`src/rtl/pwl_pkg.sv`:
```
// Shared constants, config-select encodings and the clamp helper for the PWL coefficient fetch front end.
package pwl_pkg;

  localparam int N       = 16;
  localparam int SEG     = 8;
  localparam int IDX_W   = 3;
  localparam int CREDITS = 8;
  localparam int CR_W    = $clog2(CREDITS + 1);

  typedef enum logic [1:0] {
    CFG_BP    = 2'd0,
    CFG_SLOPE = 2'd1,
    CFG_ICPT  = 2'd2,
    CFG_CLAMP = 2'd3
  } cfg_sel_e;

  localparam logic [N-1:0] SLOPE_ONE = 16'h0100;
  localparam logic [N-1:0] ICPT_ZERO = 16'h0000;
  localparam logic [N-1:0] BP_ZERO   = 16'h0000;
  localparam logic [N-1:0] X_LO_RST  = 16'h8000;
  localparam logic [N-1:0] X_HI_RST  = 16'h7FFF;

  // Lower bound first, upper bound last, so an inverted window resolves to hi.
  function automatic logic [N-1:0] clamp_x(input logic [N-1:0] x,
                                           input logic [N-1:0] lo,
                                           input logic [N-1:0] hi);
    logic [N-1:0] y;
    if ($signed(x) < $signed(lo)) begin
      y = lo;
    end else begin
      y = x;
    end
    if ($signed(y) > $signed(hi)) begin
      y = hi;
    end else begin
      y = y;
    end
    return y;
  endfunction

endpackage

```
`src/rtl/pwl_coeff_fetch_if.sv`:
```
// Sample-in / issue-out handshake bundle, including the downstream credit-return pulse.
interface pwl_coeff_fetch_if
  import pwl_pkg::*;
();

  logic         s_valid;
  logic         s_ready;
  logic [N-1:0] s_x;
  logic         m_valid;
  logic [N-1:0] m_x;
  logic [N-1:0] m_slope;
  logic [N-1:0] m_intercept;
  logic         cr_ret;

  modport slave (
    input  s_valid, s_x, cr_ret,
    output s_ready, m_valid, m_x, m_slope, m_intercept
  );

  modport master (
    output s_valid, s_x, cr_ret,
    input  s_ready, m_valid, m_x, m_slope, m_intercept
  );

endinterface

```
`src/rtl/pwl_seg_find.sv`:
```
// Segment selection: thermometer compare of x against every breakpoint, then popcount.
module pwl_seg_find
  import pwl_pkg::*;
(
  input  logic [N-1:0]           x,
  input  logic [SEG-2:0][N-1:0]  bp,
  output logic [IDX_W-1:0]       idx
);

  logic [SEG-2:0]   therm_s;
  logic [IDX_W-1:0] count_s;

  // One compare per breakpoint; ordering of the table is not assumed.
  always_comb begin
    therm_s = '0;
    for (int k = 0; k < SEG - 1; k++) begin
      therm_s[k] = ($signed(bp[k]) <= $signed(x));
    end
  end

  // Population count of the thermometer vector.
  always_comb begin
    count_s = '0;
    for (int k = 0; k < SEG - 1; k++) begin
      count_s = count_s + {{(IDX_W-1){1'b0}}, therm_s[k]};
    end
  end

  assign idx = count_s;

endmodule

```
`src/rtl/pwl_coeff_fetch.sv`:
```
// PWL front end: credit-throttled 2-stage segment select and coefficient fetch with a programmable table.
// Optional input saturation window is compiled in with PWL_CLAMP_EN.
module pwl_coeff_fetch
  import pwl_pkg::*;
(
  input  logic                 clk,
  input  logic                 rst_n,
  pwl_coeff_fetch_if.slave     bus,
  input  logic                 cfg_we,
  input  logic [1:0]           cfg_sel,
  input  logic [IDX_W-1:0]     cfg_addr,
  input  logic [N-1:0]         cfg_wdata,
  output logic                 cfg_ready,
  output logic [1:0]           err,
  output logic [IDX_W-1:0]     seg_idx
);

  localparam logic [CR_W-1:0]  CR_ONE  = CR_W'(1);
  localparam logic [CR_W-1:0]  CR_FULL = CR_W'(CREDITS);
  localparam logic [IDX_W-1:0] BP_LAST = IDX_W'(SEG - 1);

  logic [SEG-2:0][N-1:0] bp_r;
  logic [SEG-1:0][N-1:0] slope_r;
  logic [SEG-1:0][N-1:0] icpt_r;
`ifdef PWL_CLAMP_EN
  logic [N-1:0]          x_lo_r;
  logic [N-1:0]          x_hi_r;
`endif

  logic [CR_W-1:0]  credit_r;
  logic [CR_W-1:0]  credit_nxt_s;
  logic             v1_r;
  logic             v2_r;
  logic [N-1:0]     x1_r;
  logic [IDX_W-1:0] idx1_r;
  logic [N-1:0]     m_x_r;
  logic [N-1:0]     m_slope_r;
  logic [N-1:0]     m_icpt_r;
  logic [IDX_W-1:0] seg_idx_r;
  logic [1:0]       err_r;

  logic             s_ready_s;
  logic             accept_s;
  logic             cfg_ready_s;
  logic             wr_ok_s;
  logic             busy_wr_s;
  logic             ovf_s;
  logic [N-1:0]     x_sel_s;
  logic [IDX_W-1:0] idx_s;

  assign s_ready_s   = (credit_r != {CR_W{1'b0}}) && !cfg_we;
  assign accept_s    = bus.s_valid && s_ready_s;
  assign cfg_ready_s = !v1_r && !v2_r;
  assign wr_ok_s     = cfg_we && cfg_ready_s;
  assign busy_wr_s   = cfg_we && !cfg_ready_s;

`ifdef PWL_CLAMP_EN
  assign x_sel_s = clamp_x(bus.s_x, x_lo_r, x_hi_r);
`else
  assign x_sel_s = bus.s_x;
`endif

  pwl_seg_find u_seg_find (
    .x   (x_sel_s),
    .bp  (bp_r),
    .idx (idx_s)
  );

  // Credit bookkeeping; a return at full credit without an accept is an overflow.
  always_comb begin
    credit_nxt_s = credit_r;
    ovf_s        = 1'b0;
    if (accept_s && !bus.cr_ret) begin
      credit_nxt_s = credit_r - CR_ONE;
    end else if (!accept_s && bus.cr_ret) begin
      if (credit_r == CR_FULL) begin
        ovf_s = 1'b1;
      end else begin
        credit_nxt_s = credit_r + CR_ONE;
      end
    end else begin
      credit_nxt_s = credit_r;
    end
  end

  // Coefficient table and clamp window; writes land only while the pipeline is empty.
  always_ff @(posedge clk) begin
    if (!rst_n) begin
      for (int k = 0; k < SEG - 1; k++) begin
        bp_r[k] <= BP_ZERO;
      end
      for (int k = 0; k < SEG; k++) begin
        slope_r[k] <= SLOPE_ONE;
        icpt_r[k]  <= ICPT_ZERO;
      end
`ifdef PWL_CLAMP_EN
      x_lo_r <= X_LO_RST;
      x_hi_r <= X_HI_RST;
`endif
    end else if (wr_ok_s) begin
      case (cfg_sel)
        CFG_BP: begin
          if (cfg_addr != BP_LAST) begin
            bp_r[cfg_addr] <= cfg_wdata;
          end
        end
        CFG_SLOPE: slope_r[cfg_addr] <= cfg_wdata;
        CFG_ICPT:  icpt_r[cfg_addr]  <= cfg_wdata;
        CFG_CLAMP: begin
`ifdef PWL_CLAMP_EN
          if (cfg_addr == 3'd0) begin
            x_lo_r <= cfg_wdata;
          end else if (cfg_addr == 3'd1) begin
            x_hi_r <= cfg_wdata;
          end
`endif
        end
        default: ;
      endcase
    end
  end

  // Two-stage issue pipeline, credit counter and sticky error flags.
  always_ff @(posedge clk) begin
    if (!rst_n) begin
      credit_r  <= CR_FULL;
      v1_r      <= 1'b0;
      v2_r      <= 1'b0;
      x1_r      <= '0;
      idx1_r    <= '0;
      m_x_r     <= '0;
      m_slope_r <= '0;
      m_icpt_r  <= '0;
      seg_idx_r <= '0;
      err_r     <= 2'b00;
    end else begin
      credit_r <= credit_nxt_s;
      err_r    <= err_r | {busy_wr_s, ovf_s};
      v1_r     <= accept_s;
      v2_r     <= v1_r;
      if (accept_s) begin
        x1_r   <= x_sel_s;
        idx1_r <= idx_s;
      end
      if (v1_r) begin
        m_x_r     <= x1_r;
        m_slope_r <= slope_r[idx1_r];
        m_icpt_r  <= icpt_r[idx1_r];
        seg_idx_r <= idx1_r;
      end
    end
  end

  assign bus.s_ready     = s_ready_s;
  assign bus.m_valid     = v2_r;
  assign bus.m_x         = m_x_r;
  assign bus.m_slope     = m_slope_r;
  assign bus.m_intercept = m_icpt_r;
  assign cfg_ready       = cfg_ready_s;
  assign err             = err_r;
  assign seg_idx         = seg_idx_r;

endmodule

```
`src/flat_wrapper.sv`:
```
// flat-port wrapper written by rule: the top's interface ports become plain ports
module pwl_coeff_fetch_flat import pwl_pkg::*;
  (clk, rst_n, cfg_we, cfg_sel, cfg_addr, cfg_wdata, cfg_ready, err, seg_idx, bus_s_valid, bus_s_x, bus_cr_ret, bus_s_ready, bus_m_valid, bus_m_x, bus_m_slope, bus_m_intercept);
  pwl_coeff_fetch_if bus_i ();
  input  logic clk;
  input  logic rst_n;
  input  logic cfg_we;
  input  logic [1:0] cfg_sel;
  input  logic [IDX_W-1:0] cfg_addr;
  input  logic [N-1:0] cfg_wdata;
  output logic cfg_ready;
  output logic [1:0] err;
  output logic [IDX_W-1:0] seg_idx;
  input wire logic [$bits(bus_i.s_valid)-1:0] bus_s_valid;
  input wire logic [$bits(bus_i.s_x)-1:0] bus_s_x;
  input wire logic [$bits(bus_i.cr_ret)-1:0] bus_cr_ret;
  output wire logic [$bits(bus_i.s_ready)-1:0] bus_s_ready;
  output wire logic [$bits(bus_i.m_valid)-1:0] bus_m_valid;
  output wire logic [$bits(bus_i.m_x)-1:0] bus_m_x;
  output wire logic [$bits(bus_i.m_slope)-1:0] bus_m_slope;
  output wire logic [$bits(bus_i.m_intercept)-1:0] bus_m_intercept;
  assign bus_i.s_valid = bus_s_valid;
  assign bus_i.s_x = bus_s_x;
  assign bus_i.cr_ret = bus_cr_ret;
  assign bus_s_ready = bus_i.s_ready;
  assign bus_m_valid = bus_i.m_valid;
  assign bus_m_x = bus_i.m_x;
  assign bus_m_slope = bus_i.m_slope;
  assign bus_m_intercept = bus_i.m_intercept;
  pwl_coeff_fetch u_core (.clk(clk), .rst_n(rst_n), .bus(bus_i), .cfg_we(cfg_we), .cfg_sel(cfg_sel), .cfg_addr(cfg_addr), .cfg_wdata(cfg_wdata), .cfg_ready(cfg_ready), .err(err), .seg_idx(seg_idx));
endmodule
```
`config.mk`:
```
export PLATFORM = sky130hd
export DESIGN_NAME = pwl_coeff_fetch_flat
export DESIGN_NICKNAME = d
export VERILOG_FILES = /design/src/rtl/pwl_pkg.sv /design/src/rtl/pwl_coeff_fetch_if.sv /design/src/rtl/pwl_seg_find.sv /design/src/rtl/pwl_coeff_fetch.sv /design/src/flat_wrapper.sv
export SDC_FILE = /design/constraint.sdc
export NUM_CORES = 1
export LEC_CHECK = 0
export CORE_ASPECT_RATIO = 0.8
export CORE_MARGIN = 4
export CORE_UTILIZATION = 40
export CTS_BUF_LIST = sky130_fd_sc_hd__clkbuf_8
export CTS_CLUSTER_DIAMETER = 50
export DETAILED_ROUTE_END_ITERATION = 10
export SLEW_MARGIN = 15
export SYNTH_ARGS = -nofsm -noshare
export SYNTH_HDL_FRONTEND = slang
export SYNTH_HIERARCHICAL = 1
export SYNTH_SLANG_ARGS = --single-unit
```
`constraint.sdc`:
```
create_clock -name clk -period 6.2 [get_ports clk]
set_input_delay 1.24 -clock clk [delete_from_list [all_inputs] [get_ports clk]]
set_output_delay 1.24 -clock clk [all_outputs]
set_load 0.03 [all_outputs]
```
==> key figures <==
Worst setup path
  – Crit Path Class: input pin to register
  – Reg-to-reg slack, setup: 2.35 ns
  – Slowest-stage cell, CP: clkdlybuf4s50_1
  – Critical path arrival: 5.35 ns
  – RR Endpoint: u_core/idx1_r[2]
  – CP Launch Type: input pin
  – RR Startpoint: u_core/bp_r[89]
  – Endpoint class of the critical path: register
  – Worst-path cell chain: clkdlybuf4s50_1 -> inv_1 -> ha_1 -> nand4_1 -> nor4_1 -> a21boi_0 -> or2_2 -> o211ai_1 -> fa_1 -> inv_1 -> fa_1 -> inv_1 -> ha_1 -> inv_1 -> fa_1 -> xnor2_1 -> nand3_1 -> o21ai_0
  – Critical path peak fanout: 7
  – Required @ worst endpoint: 6.71 ns
  – Crit path largest cell delay: 0.54 ns
  – CP most frequent cell: inv_1
  – Worst reg2reg path depth: 16

Power and ir drop
  – VDD IR max: 0.122 mV
  – PD cells: 263 nW/um2
  – Total power: 0.00600 W
  – Pleak: 9.31 nW

Clock network
  – Worst-path clk slew: 0.06 ns
  – Clock latency on the worst-skew pair: 0.64 ns
  – Cts repair resizes: 0
  – Sink Count: 446
  – Deepest clock path buffer count: 3
  – CTS tree: done
  – Root Buffer: clkbuf_8
  – Post-CTS Hold Buffers: 0
  – Htree depth: 3
  – Num CTS Buffers: 74
  – Post-CTS Setup Repair Bufs: 0

Synthesis
  – Largest cells by area after synthesis: dfxtp_1 45%, mux2i_1 12%, ha_1 7.4%, nand3_1 6.4%, o21ai_0 5.8%
  – Seq/Total Area, Yosys: 44.6%
  – Syn_nets: 2273
  – Ys Warns: 6
  – Post-synth EDFFs: 0
  – Most frequent cell after synthesis: dfxtp_1
  – Flops & latches, synth: 446
  – Syn Inst Count: 2108
  – Dominant cell type by area after synthesis: dfxtp_1
  – Post-synthesis cell area: 20000 um2
  – Yosys top cell area share: 44.6%
  – Primary FF master, synth: dfxtp_1
  – Commonest cells post-synth: 446 x dfxtp_1, 258 x nand3_1, 248 x mux2i_1, 231 x o21ai_0, 161 x nor2_1
  – Syn Area/Cell: 9.50 um2
  – Number of library cell types mapped by synthesis: 57
  – Async S/R FF share, synth: 0%

Placed design
  – Dpl cell area: 21300 um2
  – I/O Buffers: 97
  – Pre-CTS setup slack: 0.746 ns
  – Routability congestion estimate: 0.895
  – Post-detail-place hpwl: 38.1 mm

Hold path
  – Worst Hold Launch: u_core/err[1]
  – Tightest Hold Check Type: register to register
  – Worst hold stages: 2
  – Hold endpoint: u_core/err[1]

STA
  – Max-slew violations: 0
  – Slew HR: 36.7%
  – Final Cycle Share: 78.1%
  – Max Fclk: 207 MHz
  – Worst Max-Slew Pin Slew: 0.949 ns
  – RSZ-0062 raised after global routing: no
  – Period minus WS final: 4.84 ns
  – TNS Setup: 0 ns
  – Hold Vio Cnt, Final: 0
  – Setup violators final: 0
  – Final setup margin: 1.36 ns
  – Clk_skew: 0.0265 ns

Global routing
  – Met1 Usage GRT: 31.6%
  – Most Crowded Layer GR: met1
  – Met2 usage: 31.0%
  – Number of global-route vias before repair: 15100
  – Met3 usage: 4.15%
  – GRT Overall Usage: 21.0%
  – Overflow after GRT: 0
  – First-pass GRT wire length: 89.1 mm
  – Largest net degree at the start of global routing: 131
  – Initial antenna violation count: 6

Route
  – Vias per inst: 5.51
  – WL/cell: 20.2 um
  – # DRC: 0
  – Vias: 15800
  – DRT iter0 DRCs: 1311
  – Routed wire length: 57.9 mm
  – Pre-Repair DR Iteration Count: 6
  – Post-DRT Antenna Nets: 0

Floorplan
  – Starting Density: 40.4%
  – DIE AREA: 53700 um2
  – Num rows: 73
  – Core area: 49600 um2
  – Die Span Y: 208 um
  – Io pins: 98
  – Die Wd: 258 um

Final layout
  – Final core occ: 46.0%
  – Multi-input logic area: 10200 um2
  – Nets: 2296
  – Layout area overhead: 13.9%
  – Register area: 8940 um2
  – Proportion of layout cells with a drive suffix above 1: 8.75%
  – # fillers: 4729
  – Design Area, Final: 22800 um2

Outcome
  – Outcome: finished clean

Job
  – Number of max-cap violations: 0
## kinds of logic after synthesis
group | synth area share [%]
AND/OR/NAND/NOR | 15.5
multiplexers | 16.2
adder cells (fa/ha/maj) | 7.84
flip-flops | 44.6
AO/OA/AOI/OAI | 11.4
buffers and inverters | 4.40
XOR/XNOR | 0.131
## critical path, delay by kind of cell
kind / cells / cell delay [ns]
simple gates: 4 / 0.77
buf+inv: 5 / 0.88
xor+xnor: 1 / 0.13
compound gates: 3 / 0.48
fa+ha+maj: 5 / 1.83
## cell usage in the layout (no fill, tap or decap), drive strengths merged, types with 6 or more instances in the layout
cell           instances
nand2                106
mux4                  33
o22a                  31
buf                   27
a21o                  20
a21oi                 45
a31oi                 35
mux2i                248
nand3                266
clkinv                 8
nand4                 20
clkbuf                91
inv                   67
nand2b                46
ha                   119
nor2                 161
dfxtp                446
o21ai                231
nor3                   6
clkdlybuf4s50         96
## power by group
| part | leakage, nW | switching (W) | total (W) | internal (W) |
|---|---|---|---|---|
| Sequential | 3.60 | 0.0000531 | 0.00295 | 0.00290 |
| Clock | 0.827 | 0.00120 | 0.00257 | 0.00137 |
| Combinational | 4.88 | 0.000309 | 0.000483 | 0.000174 |
| Total | 9.31 | 0.00156 | 0.00600 | 0.00445 |
## layer usage
metal	up-vias	part of all wire (%)
met1	7736	50
met3	88	5.2
met4	8	1.7
met5	-	0.076
met2	381	43
li1	7558	-
## sequential cells by signal (all words and copies together), names as in the netlist
| signal | flops |
|---|---|
| u_core/bp_r | 112 |
| u_core/bus.m_intercept | 16 |
| u_core/bus.m_slope | 16 |
| u_core/bus.m_valid | 1 |
| u_core/bus.m_x | 16 |
| u_core/credit_r | 4 |
| u_core/err | 2 |
| u_core/icpt_r | 128 |
| u_core/idx1_r | 3 |
| u_core/seg_idx | 3 |
| u_core/slope_r | 128 |
| u_core/v1_r | 1 |
| u_core/x1_r | 16 |
## final cells by class
cell class                      instances  area share, %
Antenna cell                            2         0.0219
Clock buffer                           91           5.49
Clock inverter                         38          0.927
Inverter                               43          0.730
Multi-Input combinational cell       1443           44.8
Sequential cell                       446           39.2
Tap cell                              675           3.70
Timing Repair Buffer                  123           5.14
## how the worst max path moves through the flow
stage,start,endpoint,cells past startpoint
2_1_floorplan,bus_s_x[15],u_core/idx1_r[1],17
3_3_place_gp,bus_s_x[15],u_core/idx1_r[1],18
3_5_place_dp,bus_s_x[15],u_core/idx1_r[2],18
4_1_cts,bus_s_x[15],u_core/idx1_r[2],18
5_1_grt,bus_s_x[15],u_core/idx1_r[2],18
6_report,bus_s_x[15],u_core/idx1_r[2],18
## through the flow
| step | cells | hold WS (ns) |
|---|---|---|
| floorplan | 2108 | 0.435 |
| global placement | 2730 | 0.435 |
| detailed placement | 2730 | 0.448 |
| CTS | 2859 | 0.456 |
| global route | 2860 | 0.465 |
| finish | 2861 | 0.451 |
Power figures use the tool's default switching activity.
